`src/rtl/pong_pkg.sv`:
```
// -----------------------------------------------------------------------------
// pong_pkg
// Shared definitions for the pong scoring path.
//   goal_state_t : goal_detect FSM states (ARM, PLAY, HOLD, SERVE, ACK)
//   H_RES        : horizontal field width in pixels
//   BALL_SIZE    : ball width in pixels (ball_x is the left edge)
//   GOAL_MARGIN  : depth of each goal zone in pixels
//   zone_decode  : returns {left, right} goal-zone hits for a ball position
// -----------------------------------------------------------------------------
package pong_pkg;

  typedef enum logic [2:0] {
    ARM   = 3'd0,
    PLAY  = 3'd1,
    HOLD  = 3'd2,
    SERVE = 3'd3,
    ACK   = 3'd4
  } goal_state_t;

  localparam int H_RES       = 640;
  localparam int BALL_SIZE   = 8;
  localparam int GOAL_MARGIN = 4;

  // x       : ball left edge
  // x_right : ball left edge + ball size, already formed without overflow
  // The comparison is signed so a margin wider than the field makes the right
  // zone always true rather than wrapping to a huge unsigned threshold.
  function automatic logic [1:0] zone_decode(input int x,
                                             input int x_right,
                                             input int h_res,
                                             input int margin);
    logic left;
    logic right;
    left  = (x < margin);
    right = (x_right > (h_res - margin));
    return {left, right};
  endfunction

endpackage

```
`src/rtl/goal_detect_if.sv`:
```
// -----------------------------------------------------------------------------
// goal_detect_if
// Bundle between the ball/frame source and score block on one side and
// goal_detect on the other.
//   ball_x          : ball left-edge x coordinate (X_W bits)
//   ball_valid      : one-cycle per-frame strobe, ball_x stable in that cycle
//   serve_btn       : synchronised serve request level
//   resetflag       : round-restart acknowledge from the score block
//   collision_flag1 : one-cycle pulse, player 1 scored (right goal)
//   collision_flag2 : one-cycle pulse, player 2 scored (left goal)
//   resetflagprime  : round-restart request level
//   busy            : high whenever goal_detect is not in PLAY
// Modports: master = environment side, slave = goal_detect.
// -----------------------------------------------------------------------------
interface goal_detect_if #(
  parameter int X_W = 10
) ();

  logic [X_W-1:0] ball_x;
  logic           ball_valid;
  logic           serve_btn;
  logic           resetflag;
  logic           collision_flag1;
  logic           collision_flag2;
  logic           resetflagprime;
  logic           busy;

  modport master (
    output ball_x,
    output ball_valid,
    output serve_btn,
    output resetflag,
    input  collision_flag1,
    input  collision_flag2,
    input  resetflagprime,
    input  busy
  );

  modport slave (
    input  ball_x,
    input  ball_valid,
    input  serve_btn,
    input  resetflag,
    output collision_flag1,
    output collision_flag2,
    output resetflagprime,
    output busy
  );

endinterface

```
`src/rtl/frame_hold_timer.sv`:
```
// -----------------------------------------------------------------------------
// frame_hold_timer
// Loadable frame down-counter used to freeze play after a goal.
//   clk   : system clock, rising edge
//   reset : asynchronous active-low reset (count clears to 0)
//   load  : load HOLD_FRAMES (has priority over tick)
//   tick  : frame strobe; decrements a non-zero count
//   done  : high on the tick that takes the count from 1 to 0
// -----------------------------------------------------------------------------
module frame_hold_timer #(
  parameter int HOLD_FRAMES = 60
) (
  input  logic clk,
  input  logic reset,
  input  logic load,
  input  logic tick,
  output logic done
);

  localparam int CW = $clog2(HOLD_FRAMES + 1);

  logic [CW-1:0] count;

  // NOTE: the async reset branch sits in the sensitivity list so the counter
  // clears without a clock; all state updates use <= so every register
  // samples pre-edge values and simulation matches the synthesised flops.
  always_ff @(posedge clk or negedge reset) begin
    if (!reset) begin
      count <= '0;
    end else if (load) begin
      count <= CW'(HOLD_FRAMES);
    end else if (tick && (count != '0)) begin
      count <= count - CW'(1);
    end
  end

  // Flagged on the emptying strobe itself so the FSM can leave HOLD on the
  // same edge the counter reaches zero.
  assign done = tick && (count == CW'(1));

endmodule

```
`src/rtl/goal_detect.sv`:
```
// -----------------------------------------------------------------------------
// goal_detect
// Watches the ball once per frame and turns entry into a goal zone into one
// registered single-cycle score pulse per goal. After a goal it freezes play
// for HOLD_FRAMES frames, waits for a serve, then runs the round-restart
// handshake (resetflagprime out, resetflag back). It re-arms only after the
// ball has been seen back in the field, so a lingering ball scores once.
//
// Ports:
//   clk   : system clock, rising edge
//   reset : asynchronous active-low reset
//   bus   : goal_detect_if.slave (ball_x, ball_valid, serve_btn, resetflag in;
//           collision_flag1/2, resetflagprime, busy out)
//
// Build option:
//   GOAL_AUTOSERVE_EN : when defined, SERVE exits the cycle after entry and
//                       serve_btn is ignored; otherwise a rising edge of
//                       serve_btn is required.
// -----------------------------------------------------------------------------
module goal_detect #(
  parameter int H_RES       = pong_pkg::H_RES,
  parameter int BALL_SIZE   = pong_pkg::BALL_SIZE,
  parameter int GOAL_MARGIN = pong_pkg::GOAL_MARGIN,
  parameter int HOLD_FRAMES = 60,
  parameter int X_W         = 10
) (
  input  logic         clk,
  input  logic         reset,
  goal_detect_if.slave bus
);

  import pong_pkg::*;

  goal_state_t state;
  logic        flag1_q;
  logic        flag2_q;
  logic        req_q;
  logic        busy_q;

  // Zone compare. The right edge is formed one bit wider than ball_x so a
  // ball near the top of the coordinate range cannot wrap into the field.
  logic [X_W:0] right_edge;
  logic [1:0]   zones;
  logic         in_left;
  logic         in_right;
  logic         in_field;

  assign right_edge = {1'b0, bus.ball_x} + (X_W + 1)'(BALL_SIZE);
  assign zones      = zone_decode(int'(bus.ball_x), int'(right_edge),
                                  H_RES, GOAL_MARGIN);
  assign in_left    = zones[1];
  assign in_right   = zones[0];
  assign in_field   = !in_left && !in_right;

  // Hold timer: loaded on the scoring frame, counts every later frame strobe.
  logic hold_load;
  logic hold_done;

  assign hold_load = (state == PLAY) && bus.ball_valid && (in_left || in_right);

  frame_hold_timer #(
    .HOLD_FRAMES (HOLD_FRAMES)
  ) u_hold (
    .clk   (clk),
    .reset (reset),
    .load  (hold_load),
    .tick  (bus.ball_valid),
    .done  (hold_done)
  );

  // Serve trigger.
  logic serve_go;

`ifdef GOAL_AUTOSERVE_EN
  assign serve_go = 1'b1;
`else
  // Previous-value register tracks the button in every state, so a button
  // already held when SERVE is entered shows no edge.
  logic serve_prev;

  always_ff @(posedge clk or negedge reset) begin
    if (!reset) begin
      serve_prev <= 1'b0;
    end else begin
      serve_prev <= bus.serve_btn;
    end
  end

  assign serve_go = bus.serve_btn && !serve_prev;
`endif

  // Round FSM with registered outputs.
  always_ff @(posedge clk or negedge reset) begin
    if (!reset) begin
      state   <= ARM;
      flag1_q <= 1'b0;
      flag2_q <= 1'b0;
      req_q   <= 1'b0;
      busy_q  <= 1'b1;
    end else begin
      // Score flags are pulses: cleared every cycle unless a goal sets them.
      flag1_q <= 1'b0;
      flag2_q <= 1'b0;

      case (state)
        ARM: begin
          if (bus.ball_valid && in_field) begin
            state  <= PLAY;
            busy_q <= 1'b0;
          end
        end

        PLAY: begin
          if (bus.ball_valid && (in_left || in_right)) begin
            // Right goal wins if degenerate parameters overlap the zones.
            flag1_q <= in_right;
            flag2_q <= in_left && !in_right;
            state   <= HOLD;
            busy_q  <= 1'b1;
          end
        end

        HOLD: begin
          if (hold_done) begin
            state <= SERVE;
          end
        end

        SERVE: begin
          if (serve_go) begin
            req_q <= 1'b1;
            state <= ACK;
          end
        end

        ACK: begin
          if (bus.resetflag) begin
            req_q <= 1'b0;
            state <= ARM;
          end
        end

        default: begin
          state  <= ARM;
          req_q  <= 1'b0;
          busy_q <= 1'b1;
        end
      endcase
    end
  end

  assign bus.collision_flag1 = flag1_q;
  assign bus.collision_flag2 = flag2_q;
  assign bus.resetflagprime  = req_q;
  assign bus.busy            = busy_q;

endmodule
```
`src/flat_wrapper.sv`:
```
// flat-port wrapper written by rule: the top's interface ports become plain ports
module goal_detect_flat import pong_pkg::*;
#(
  parameter int H_RES       = pong_pkg::H_RES,
  parameter int BALL_SIZE   = pong_pkg::BALL_SIZE,
  parameter int GOAL_MARGIN = pong_pkg::GOAL_MARGIN,
  parameter int HOLD_FRAMES = 60,
  parameter int X_W         = 10
)
  (clk, reset, bus_ball_x, bus_ball_valid, bus_serve_btn, bus_resetflag, bus_collision_flag1, bus_collision_flag2, bus_resetflagprime, bus_busy);
  goal_detect_if #(.X_W(X_W)) bus_i ();
  input  logic clk;
  input  logic reset;
  input wire logic [$bits(bus_i.ball_x)-1:0] bus_ball_x;
  input wire logic [$bits(bus_i.ball_valid)-1:0] bus_ball_valid;
  input wire logic [$bits(bus_i.serve_btn)-1:0] bus_serve_btn;
  input wire logic [$bits(bus_i.resetflag)-1:0] bus_resetflag;
  output wire logic [$bits(bus_i.collision_flag1)-1:0] bus_collision_flag1;
  output wire logic [$bits(bus_i.collision_flag2)-1:0] bus_collision_flag2;
  output wire logic [$bits(bus_i.resetflagprime)-1:0] bus_resetflagprime;
  output wire logic [$bits(bus_i.busy)-1:0] bus_busy;
  assign bus_i.ball_x = bus_ball_x;
  assign bus_i.ball_valid = bus_ball_valid;
  assign bus_i.serve_btn = bus_serve_btn;
  assign bus_i.resetflag = bus_resetflag;
  assign bus_collision_flag1 = bus_i.collision_flag1;
  assign bus_collision_flag2 = bus_i.collision_flag2;
  assign bus_resetflagprime = bus_i.resetflagprime;
  assign bus_busy = bus_i.busy;
  goal_detect #(.H_RES(H_RES), .BALL_SIZE(BALL_SIZE), .GOAL_MARGIN(GOAL_MARGIN), .HOLD_FRAMES(HOLD_FRAMES), .X_W(X_W)) u_core (.clk(clk), .reset(reset), .bus(bus_i));
endmodule
```
`config.mk`:
```
export PLATFORM = sky130hd
export DESIGN_NAME = goal_detect_flat
export DESIGN_NICKNAME = d
export VERILOG_FILES = /design/src/rtl/pong_pkg.sv /design/src/rtl/goal_detect_if.sv /design/src/rtl/frame_hold_timer.sv /design/src/rtl/goal_detect.sv /design/src/flat_wrapper.sv
export SDC_FILE = /design/constraint.sdc
export NUM_CORES = 1
export LEC_CHECK = 0
export CAP_MARGIN = 15
export CORE_MARGIN = 4
export CORE_UTILIZATION = 25
export DETAILED_ROUTE_END_ITERATION = 6
export HOLD_SLACK_MARGIN = 0.05
export PLACE_DENSITY = 0.52
export SLEW_MARGIN = 25
export SYNTH_ARGS = -nofsm -noshare
export SYNTH_HDL_FRONTEND = slang
export SYNTH_SLANG_ARGS = --single-unit
```
`constraint.sdc`:
```
create_clock -name clk -period 1.93 [get_ports clk]
set_input_delay 0.579 -clock clk [delete_from_list [all_inputs] [get_ports clk]]
set_output_delay 0.579 -clock clk [all_outputs]
set_load 0.02 [all_outputs]
```
==> results.py <==
metrics = {
    "clocking": {
        "ctsHoldBuffers": 0,
        "root_buffer": "clkbuf_4",
        "cts_tree": "yes",
        "path_clk_slew_ns": 0.08,
        "cts_max_level": 1,
        "clkSinkCount": 14,
        "cts_made_buffers": 3,
        "clockBufferDepth": 2,
        "clk_latency_ns": 0.28,
    },
    "die": {
        "die_w_um": 65.6,
        "die-area_um2": 4310,
        "ios": 19,
        "coreArea_um2": 3130,
        "start_util_pct": 26.6,
        "die_h_um": 65.6,
        "rows": 20,
    },
    "worst_hold_path": {
        "worstHoldStart": "u_core.bus.busy",
        "hold_class": "register to register",
    },
    "routing": {
        "wl_um": 1940,
        "ant_nets": 0,
        "drc": 0,
        "vias": 785,
        "drt_iter0_drc": 10,
        "viasPerCell": 4.54,
        "wl_per_cell_um": 11.2,
        "drt-pass1-iter-count": 4,
    },
    "placed_design": {
        "portBuffers": 18,
        "placed_cells": 167,
        "dp_hpwl_um": 1540,
        "place_congestion": 0.905,
    },
    "finish": {
        "finalNetCount": 150,
        "final_common_cell": "buf_4",
        "n_antenna_cell": 0,
        "drive_gt1_share_pct": 34.9,
        "area_growth_pct": 61.9,
        "final_cell_mix": "20 x buf_4, 14 x nand2_1, 13 x dfrtp_1",
        "post_layout_nonfiller_instances": 173,
    },
    "synthesis": {
        "synth_compound_area_share_pct": 13.4,
        "synth_cell_types": 30,
        "syn-cell-area_um2": 831,
        "syn-num-nets": 107,
        "synth_seq_cells": 14,
        "synth-simple-area-share_pct": 25.2,
        "synth-seq-area-share_pct": 42.3,
        "synthAdderAreaFrac_pct": 7.53,
        "synth_mux_area_share_pct": 2.41,
        "ys_warn_count": 0,
        "syn_area_per_cell_um2": 9.55,
        "synth_top_family_by_area": "simple AND/OR/NAND/NOR gates",
        "synthCells": 87,
        "synth-xor-area-share_pct": 7.38,
    },
    "power": {
        "peakVddDrop_mv": 0.440,
        "powerDensity_nw_per_um2": 922,
        "leakagePower_nw": 0.596,
    },
    "grt": {
        "grt_pass1_wl_um": 3550,
        "gr-total-overflow": 0,
        "grt_max_degree": 15,
        "antenna_found_initial": 0,
        "grt_pass1_vias": 851,
        "grtUsageTotal_pct": 10.4,
    },
    "sta": {
        "setup_tns_ns": 0,
        "slew_violations": 0,
        "fmax_mhz": 527,
        "fin_crit_ns": 1.90,
        "rsz0062_at_grt": "true",
        "worstMarginPinSlew_ns": 0.332,
        "period_share_pct": 98.2,
        "skew_ns": 0.00126,
        "hold_viol": 0,
        "setup_violations": 0,
        "max_slew_margin_pct": 77.7,
    },
    "outcome": {
        "status": "completed",
    },
    "worst_setup_path": {
        "crit_arrival_ns": 2.06,
        "crit_start": "bus_ball_x[4]",
        "end_kind": "register",
        "start_kind": "input pin",
        "worst-setup-path-type": "input pin to register",
        "worst-endpoint-required_ns": 2.10,
        "worstPathMaxFanout": 3,
        "r2r_start": "u_core.u_hold.count[2]",
    },
    "job": {
        "drv_cap": 0,
    },
}
## cell families (layout without fill, tap and decap cells)
group	count (synthesis)	after routing
AOI/OAI and AO/OA	14	14
xor gates and xnor gates	7	7
adders and majority gates	5	5
buffers and inverters	4	46
DFF	14	14
muxes	2	2
and+or+nand+nor	41	41
## power breakdown
part | leakage, nW | switching [mW] | internal [mW] | total, mW
sequential | 0.164 | 0.124 | 0.409 | 0.533
combinational | 0.412 | 0.232 | 0.265 | 0.497
clock | 0.0210 | 0.0953 | 0.115 | 0.210
## path summary, 6_finish.rpt
path / endpoint / slack (ns) / depth (start not counted)
max: u_core.state[0] / 0.03 / 8
min: u_core.bus.busy / 0.50 / 2
max reg2reg: u_core.state[0] / 0.35 / 4
min reg2reg: u_core.bus.busy / 0.50 / 2
max in group asynchronous: u_core.bus.busy / 1.09 / 2
min in group asynchronous: u_core.u_hold.count[1] / 0.61 / 2
## repair_timing
action                                  4_1_cts  5_1_grt
endpoints found under the setup margin       12        9
gates resized for setup                      24       11
cloned                                        0        0
pin swaps                                     7        5
buffers inserted                              2        0
## sequential cells by signal, indices dropped and copies added, names as in the netlist
name	cells
u_core.state	3
u_core.bus.collision_flag2	1
u_core.bus.resetflagprime	1
u_core.bus.busy	1
u_core.serve_prev	1
u_core.bus.collision_flag1	1
u_core.u_hold.count	6
## metrics by stage
stage | area [um2] | power (mW) | worst slack, ns | utilization, % | hold slack (ns)
3_3_place_gp | 1240 | 1.03 | -0.834 | 39.5 | 0.485
3_5_place_dp | 1240 | 1.04 | -0.830 | 39.5 | 0.482
5_1_grt | 1350 | 1.35 | -0.0553 | 43.0 | 0.544
6_report | 1350 | 1.24 | 0.0339 | 43.0 | 0.499
2_1_floorplan | 866 | 0.819 | -0.0506 | - | 0.283
4_1_cts | 1310 | 1.25 | 0.00153 | 41.8 | 0.506
## area by class of cell
cell class,count,area (um2)
clock buffers,4,36.3
inverters,4,22.5
flip-flops and latches,14,352
repair buffers,38,320
fillers,316,1780
multi-input cells,69,559
well taps,44,55.1
## synth_stat cells
cell	count	area, um2
nor4_1	3	18.8
o32ai_1	2	17.5
nand4_1	1	6.26
nand2_1	15	56.3
ha_1	5	62.6
and4b_1	1	10.0
nor3_1	8	40.0
a211oi_2	1	12.5
nand3_1	2	10.0
and3_1	1	6.26
and2_1	1	6.26
nand3b_1	1	7.51
or4_1	2	15.0
xnor2_1	4	35.0
a221o_1	1	10.0
and3b_1	1	8.76
nor2_1	3	11.3
a21oi_1	3	15.0
nor2b_1	2	12.5
o21bai_2	1	11.3
inv_1	4	15.0
dfstp_2	1	26.3
xor2_1	3	26.3
dfrtp_1	13	325
o211a_1	1	10.0
o31ai_1	1	7.51
o22a_1	1	8.76
mux2i_1	2	20.0
a22o_1	1	8.76
o21ai_0	2	10.0
## layer usage
layer  global-route usage, %  wire [um]  vias to the layer above
met5                       0          0                        -
met4                    4.66          0                        0
met3                    1.71         53                        0
met2                    17.1        942                       16
met1                    13.3        943                      368
li1                        -          -                      401
## worst max-delay path: stages
cell and delay, ns:
buf_2 0.14, ha_4 0.28, nor4_4 0.04, nor4_2 0.28
nor3_2 0.08, a211oi_2 0.26, nor3_1 0.09, a221o_1 0.31
(Power assumes the default switching activity.)
